**src/rtl/shade_arbiter.sv**
```systemverilog
`default_nettype none
// ============================================================================
// Module   : shade_arbiter
// Brief    : Round-robin issue of hit/normal pairs to a shader; a tag FIFO
//            re-attaches {id, addr} to each returned pixel.
// Revision : 1.0 - initial release
// ============================================================================
module shade_arbiter #(
    parameter int SIZE         = 32,
    parameter int NUM_REQ      = 2,
    parameter int ADDR_W       = 17,
    parameter int MAX_INFLIGHT = 64
) (
    input  logic                          aclk,
    input  logic                          aresetn,
    input  logic [NUM_REQ*3*SIZE-1:0]     s_hit_tdata,
    input  logic [NUM_REQ*3*SIZE-1:0]     s_normal_tdata,
    input  logic [NUM_REQ-1:0]            s_is_cylinder,
    input  logic [NUM_REQ*ADDR_W-1:0]     s_addr,
    input  logic [NUM_REQ-1:0]            s_tvalid,
    output logic [NUM_REQ-1:0]            s_tready,
    output logic [3*SIZE-1:0]             hit_point_tdata,
    output logic                          hit_point_tvalid,
    input  logic                          hit_point_tready,
    output logic [3*SIZE-1:0]             normal_tdata,
    output logic                          normal_tvalid,
    input  logic                          normal_tready,
    output logic                          is_cylinder,
    input  logic [23:0]                   shd_pixel_tdata,
    input  logic                          shd_pixel_tvalid,
    output logic                          shd_pixel_tready,
    output logic [23:0]                   m_pixel_tdata,
    output logic [ADDR_W-1:0]             m_addr,
    output logic [$clog2(NUM_REQ)-1:0]    m_id,
    output logic                          m_tvalid,
    input  logic                          m_tready,
    output logic                          err_orphan
);

    localparam int c_id_w  = $clog2(NUM_REQ);
    localparam int c_sum_w = c_id_w + 1;
    localparam int c_ptr_w = $clog2(MAX_INFLIGHT);
    localparam int c_cnt_w = c_ptr_w + 1;
    localparam logic [c_sum_w-1:0] c_num_req = c_sum_w'(NUM_REQ);
    localparam logic [c_cnt_w-1:0] c_max     = c_cnt_w'(MAX_INFLIGHT);

    logic [3*SIZE-1:0]  w_hit_arr  [NUM_REQ];
    logic [3*SIZE-1:0]  w_nrm_arr  [NUM_REQ];
    logic [ADDR_W-1:0]  w_addr_arr [NUM_REQ];

    logic [3*SIZE-1:0]  r_hit;
    logic [3*SIZE-1:0]  r_normal;
    logic               r_is_cyl;
    logic               r_hit_pend;
    logic               r_nrm_pend;
    logic [c_id_w-1:0]  r_rr_ptr;
    logic               r_err_orphan;

    logic [c_id_w+ADDR_W-1:0] r_tag_mem [MAX_INFLIGHT];
    logic [c_ptr_w-1:0] r_wr_ptr;
    logic [c_ptr_w-1:0] r_rd_ptr;
    logic [c_cnt_w-1:0] r_inflight;

    logic               w_req_any;
    logic [c_id_w-1:0]  w_grant_idx;
    logic [c_sum_w-1:0] w_sum;
    logic [c_id_w-1:0]  w_sel;
    logic [c_id_w-1:0]  w_rr_next;
    logic               w_free;
    logic               w_credit_ok;
    logic               w_grant;
    logic               w_empty;
    logic               w_pop;

    genvar gi;
    generate
        for (gi = 0; gi < NUM_REQ; gi++) begin : g_unpack
            assign w_hit_arr[gi]  = s_hit_tdata[gi*3*SIZE +: 3*SIZE];
            assign w_nrm_arr[gi]  = s_normal_tdata[gi*3*SIZE +: 3*SIZE];
            assign w_addr_arr[gi] = s_addr[gi*ADDR_W +: ADDR_W];
        end
    endgenerate

    // Scan from the highest offset down so the requester nearest r_rr_ptr wins.
    always_comb begin
        w_req_any   = 1'b0;
        w_grant_idx = '0;
        w_sum       = '0;
        w_sel       = '0;
        for (int k = NUM_REQ - 1; k >= 0; k--) begin
            w_sum = {1'b0, r_rr_ptr} + c_sum_w'(k);
            if (w_sum >= c_num_req) begin
                w_sum = w_sum - c_num_req;
            end
            w_sel = w_sum[c_id_w-1:0];
            if (s_tvalid[w_sel]) begin
                w_req_any   = 1'b1;
                w_grant_idx = w_sel;
            end
        end
    end

    // Issue slot is reusable when every pending channel completes this cycle.
    assign w_free      = (~r_hit_pend | hit_point_tready) & (~r_nrm_pend | normal_tready);
    assign w_credit_ok = (r_inflight < c_max);
    assign w_grant     = aresetn & w_req_any & w_free & w_credit_ok;
    assign w_rr_next   = (w_grant_idx == c_id_w'(NUM_REQ - 1)) ? '0 : w_grant_idx + 1'b1;

    always_comb begin
        s_tready = '0;
        if (w_grant) begin
            s_tready[w_grant_idx] = 1'b1;
        end
    end

    assign hit_point_tdata  = r_hit;
    assign hit_point_tvalid = r_hit_pend;
    assign normal_tdata     = r_normal;
    assign normal_tvalid    = r_nrm_pend;
    assign is_cylinder      = r_is_cyl;

    always_ff @(posedge aclk or negedge aresetn) begin
        if (!aresetn) begin
            r_hit      <= '0;
            r_normal   <= '0;
            r_is_cyl   <= 1'b0;
            r_hit_pend <= 1'b0;
            r_nrm_pend <= 1'b0;
            r_rr_ptr   <= '0;
        end else if (w_grant) begin
            r_hit      <= w_hit_arr[w_grant_idx];
            r_normal   <= w_nrm_arr[w_grant_idx];
            r_is_cyl   <= s_is_cylinder[w_grant_idx];
            r_hit_pend <= 1'b1;
            r_nrm_pend <= 1'b1;
            r_rr_ptr   <= w_rr_next;
        end else begin
            if (hit_point_tready) begin
                r_hit_pend <= 1'b0;
            end
            if (normal_tready) begin
                r_nrm_pend <= 1'b0;
            end
        end
    end

    assign w_empty          = (r_inflight == '0);
    assign w_pop            = shd_pixel_tvalid & m_tready & ~w_empty;
    assign m_tvalid         = shd_pixel_tvalid;
    assign shd_pixel_tready = m_tready;
    assign m_pixel_tdata    = shd_pixel_tdata;
    assign {m_id, m_addr}   = r_tag_mem[r_rd_ptr];
    assign err_orphan       = r_err_orphan;

    always_ff @(posedge aclk) begin
        if (w_grant) begin
            r_tag_mem[r_wr_ptr] <= {w_grant_idx, w_addr_arr[w_grant_idx]};
        end
    end

    always_ff @(posedge aclk or negedge aresetn) begin
        if (!aresetn) begin
            r_wr_ptr     <= '0;
            r_rd_ptr     <= '0;
            r_inflight   <= '0;
            r_err_orphan <= 1'b0;
        end else begin
            if (w_grant) begin
                r_wr_ptr <= r_wr_ptr + 1'b1;
            end
            if (w_pop) begin
                r_rd_ptr <= r_rd_ptr + 1'b1;
            end
            case ({w_grant, w_pop})
                2'b10:   r_inflight <= r_inflight + 1'b1;
                2'b01:   r_inflight <= r_inflight - 1'b1;
                default: r_inflight <= r_inflight;
            endcase
            if (shd_pixel_tvalid && w_empty) begin
                r_err_orphan <= 1'b1;
            end
        end
    end

endmodule
`default_nettype wire

```
**config.mk**
```make
export PLATFORM = sky130hd
export DESIGN_NAME = shade_arbiter
export DESIGN_NICKNAME = d
export VERILOG_FILES = /design/src/rtl/shade_arbiter.sv
export SDC_FILE = /design/constraint.sdc
export NUM_CORES = 2
export LEC_CHECK = 0
export BUFFER_PORTS_ARGS = -buffer_cell sky130_fd_sc_hd__buf_2
export CORE_UTILIZATION = 45
export DETAILED_ROUTE_END_ITERATION = 12
export GPL_TIMING_DRIVEN = 1
export PLACE_DENSITY_LB_ADDON = 0.2
export SYNTH_ARGS = -nofsm -noshare
export SYNTH_HDL_FRONTEND = slang
export SYNTH_SLANG_ARGS = --single-unit
```
**constraint.sdc**
```tcl
create_clock -name aclk -period 8.5 [get_ports aclk]
set_input_delay 1.275 -clock aclk [delete_from_list [all_inputs] [get_ports aclk]]
set_output_delay 1.275 -clock aclk [all_outputs]
set_load 0.03 [all_outputs]
```
==> metrics.cfg <==
[logic_synthesis]
synth_ff_type = sky130_fd_sc_hd__edfxtp_1
mappedNetlistArea_mm2 = 0.0540
postSynthCellCount = 3138
netlist_top_cells_count = sky130_fd_sc_hd__edfxtp_1 (1152), sky130_fd_sc_hd__nand2_1 (458), sky130_fd_sc_hd__mux4_2 (288), sky130_fd_sc_hd__nor2_1 (268), sky130_fd_sc_hd__dfrtp_1 (216)
postSynth.asyncResetShare_pct = 15.8
post-synth-top-count-cell = sky130_fd_sc_hd__edfxtp_1
yosys_register_bits = 1368
synth_top_area_share_pct = 64.1
synth.yosys.seq_area_share_pct = 74.1
synth_warn = 0
synth_area_leader_cell = sky130_fd_sc_hd__edfxtp_1
net_count_synth = 3599
synth_cell_types = 51
post_synthesis_area_per_instance_um2 = 17.2
netlist_top_cells_area = sky130_fd_sc_hd__edfxtp_1 (64%), sky130_fd_sc_hd__mux4_2 (12%), sky130_fd_sc_hd__dfrtp_1 (10%)
synth_edf_count = 1152

[grt]
grt_antenna_before_repair = 35
maximum_number_of_pins_on_one_net_before_global_route_repair = 202
gr-total-overflow = 0
grt_usage_pct = 29.0
number_of_global_route_vias_before_repair = 31600
grt_pass1_wl_um = 244000

[clock_tree]
post_cts_hold_buffers = 0
clk_pin_slew_ps = 60
cts_root_buffer = sky130_fd_sc_hd__clkbuf_16
tritoncts_clock_tree = yes
cts.htree.levels = 4
cts_buffers = 144
postCtsResizedCells = 0
number_of_clock_sinks_seen_by_cts = 1368
clk_latency_ps = 750
cts_buffer_depth = 3
post_cts.repair.setup_buffers = 0

[route]
detail_route.iter0.violations = 3824
via_count = 32600
wl_per_cell_um = 31.9
detail_route.wirelength_um = 176000
postRouteAntennaNets = 0
via_per_inst = 5.90
drc = 0
dr.pass1.iters = 6

[timing]
timing.setup.tns_ps = 0
final.min_clock_period_ps = 5670
slew_headroom_pct = 12.9
finalSetupViolCount = 0
final_setup_skew_ps = 22.7
hold_violations = 0
min_period_over_period_pct = 66.7
worst_pin_slew_ps = 1300
rsz0062_at_grt = false
postLayoutSetupSlackWorst_ps = 2830
maxClockFrequency_mhz = 176
maxSlewViolCount = 0

[die]
die_area_mm2 = 0.121
floorplan.rows = 126
core-area_mm2 = 0.119
io_pins = 694
height_of_the_die_um = 348
chipWidth_um = 348
starting_density_of_the_core_pct = 45.5

[placed_design]
port-buffer-count = 645
gp_congestion = 1.00
post-dp-hpwl_um = 119000
placement.cell_area_mm2 = 0.0590
place_ws_ps = 3070
placedCellCount = 5237

[layout]
final_cells = 5518
layout-drive-gt1-share_pct = 32.6
areaGrowthSynthToFinish_pct = 17.8
nets_final = 4244
post-route-cell-area_mm2 = 0.0636

[critical_path]
cp_launch_type = register
crit_fanout = 41
critical_path_required_ps = 7220
crit_arrival_ps = 4390
setup.worst_path.end_class = output pin
setup.worst_path.class = register to output pin

[flow_run]
max_cap_violations = 0

[power_and_ir_drop]
p_leak_nw = 22.4
power.ir.vdd_worst_mv = 0.346
power_density_mw_per_mm2 = 352

[min_path]
hold_crit_class = input pin to asynchronous set/reset pin

[status]
status = finished clean

[layout by cell type, fill, tap and decap left out, drive strengths merged, types with 4 or more instances in the layout]
cell type / n
o22ai: 22
bufinv: 7
a32oi: 4
dfrtp: 216
clkinv: 49
nor2: 268
a21oi: 15
nand2: 458
edfxtp: 1152
inv: 19
xor2: 4
a211oi: 11
diode: 16
buf: 727
mux2i: 31
clkbuf: 199
nand2b: 4
a22o: 11
nand4: 7
nand3: 39
a22oi: 70
ha: 8
a31oi: 193
o21ai: 17
mux4: 288
nor2b: 11
o221ai: 22
xnor2: 10
and4: 8
[sequential cells by signal (all words and copies together), names as in the netlist]
signal and cells:
normal_tdata 96, hit_point_tdata 96, normal_tvalid 1, r_tag_mem 1152, is_cylinder 1, r_wr_ptr 6
err_orphan 1, hit_point_tvalid 1, r_inflight 7, r_rr_ptr 1, r_rd_ptr 6
[logic make-up after synthesis]
| kind of cell | synth area share, % |
|---|---|
| fa+ha+maj | 0.222 |
| compound gates | 4.64 |
| flops | 74.1 |
| simple gates | 6.05 |
| mux | 12.6 |
| xor+xnor | 0.227 |
| buf+inv | 2.17 |
[stage by stage]
stage / power, mW / hold WS, ps / utilization (%)
after floorplan: 13.4 / 464 / -
after global placement: 16.4 / 454 / 49.8
after detailed placement: 16.4 / 475 / 49.8
after CTS: 22.5 / 430 / 53.6
after global routing: 23.2 / 446 / 53.6
final: 22.4 / 445 / 53.7
[final timing paths]
| path | to | cells after the start | from | slack [ps] |
|---|---|---|---|---|
| worst max register to register | r_tag_mem[11][2] | 6 | r_inflight[6] | 4350 |
| worst min-delay path | hit_point_tdata[81] | 1 | aresetn | 450 |
| max in group asynchronous | r_rd_ptr[1] | 3 | aresetn | 6230 |
| worst min register to register | err_orphan | 1 | err_orphan | 490 |
| min in group aclk | err_orphan | 1 | err_orphan | 490 |
| worst max-delay path | m_addr[3] | 6 | r_rd_ptr[0] | 2830 |
[worst max-delay path, stage by stage, from the launching register on]
cell,delay (ps)
sky130_fd_sc_hd__dfrtp_4,980
sky130_fd_sc_hd__buf_4,760
sky130_fd_sc_hd__mux4_2,620
sky130_fd_sc_hd__a22oi_1,370
sky130_fd_sc_hd__nand3_1,300
sky130_fd_sc_hd__a22o_1,360
sky130_fd_sc_hd__buf_2,200
[where the power goes]
part | switching, mW | internal (mW) | leakage [nW] | total (mW)
Combinational | 5.05 | 2.51 | 7.30 | 7.56
Sequential | 0.625 | 8.09 | 12.8 | 8.72
Clock | 2.63 | 3.52 | 2.24 | 6.14
Total | 8.30 | 14.1 | 22.4 | 22.4
[final cells by class]
cell class | count | area, µm²
well taps | 1600 | 2000
fillers | 9753 | 54900
inverters | 11 | 48.8
clock buffers | 199 | 4000
clock inverters | 66 | 577
multi-input cells | 1531 | 13000
flip-flops and latches | 1368 | 40000
repair buffers | 727 | 3950
diodes | 16 | 40.0
[metal layers]
layer | vias to the layer above | wire, µm | track usage, %
met5 | - | 54 | 0
met4 | 8 | 6520 | 10.3
met3 | 265 | 17900 | 8.69
met2 | 1653 | 81200 | 44.0
met1 | 17100 | 70400 | 40.0
li1 | 13600 | - | -
Power figures use the tool's default switching activity.
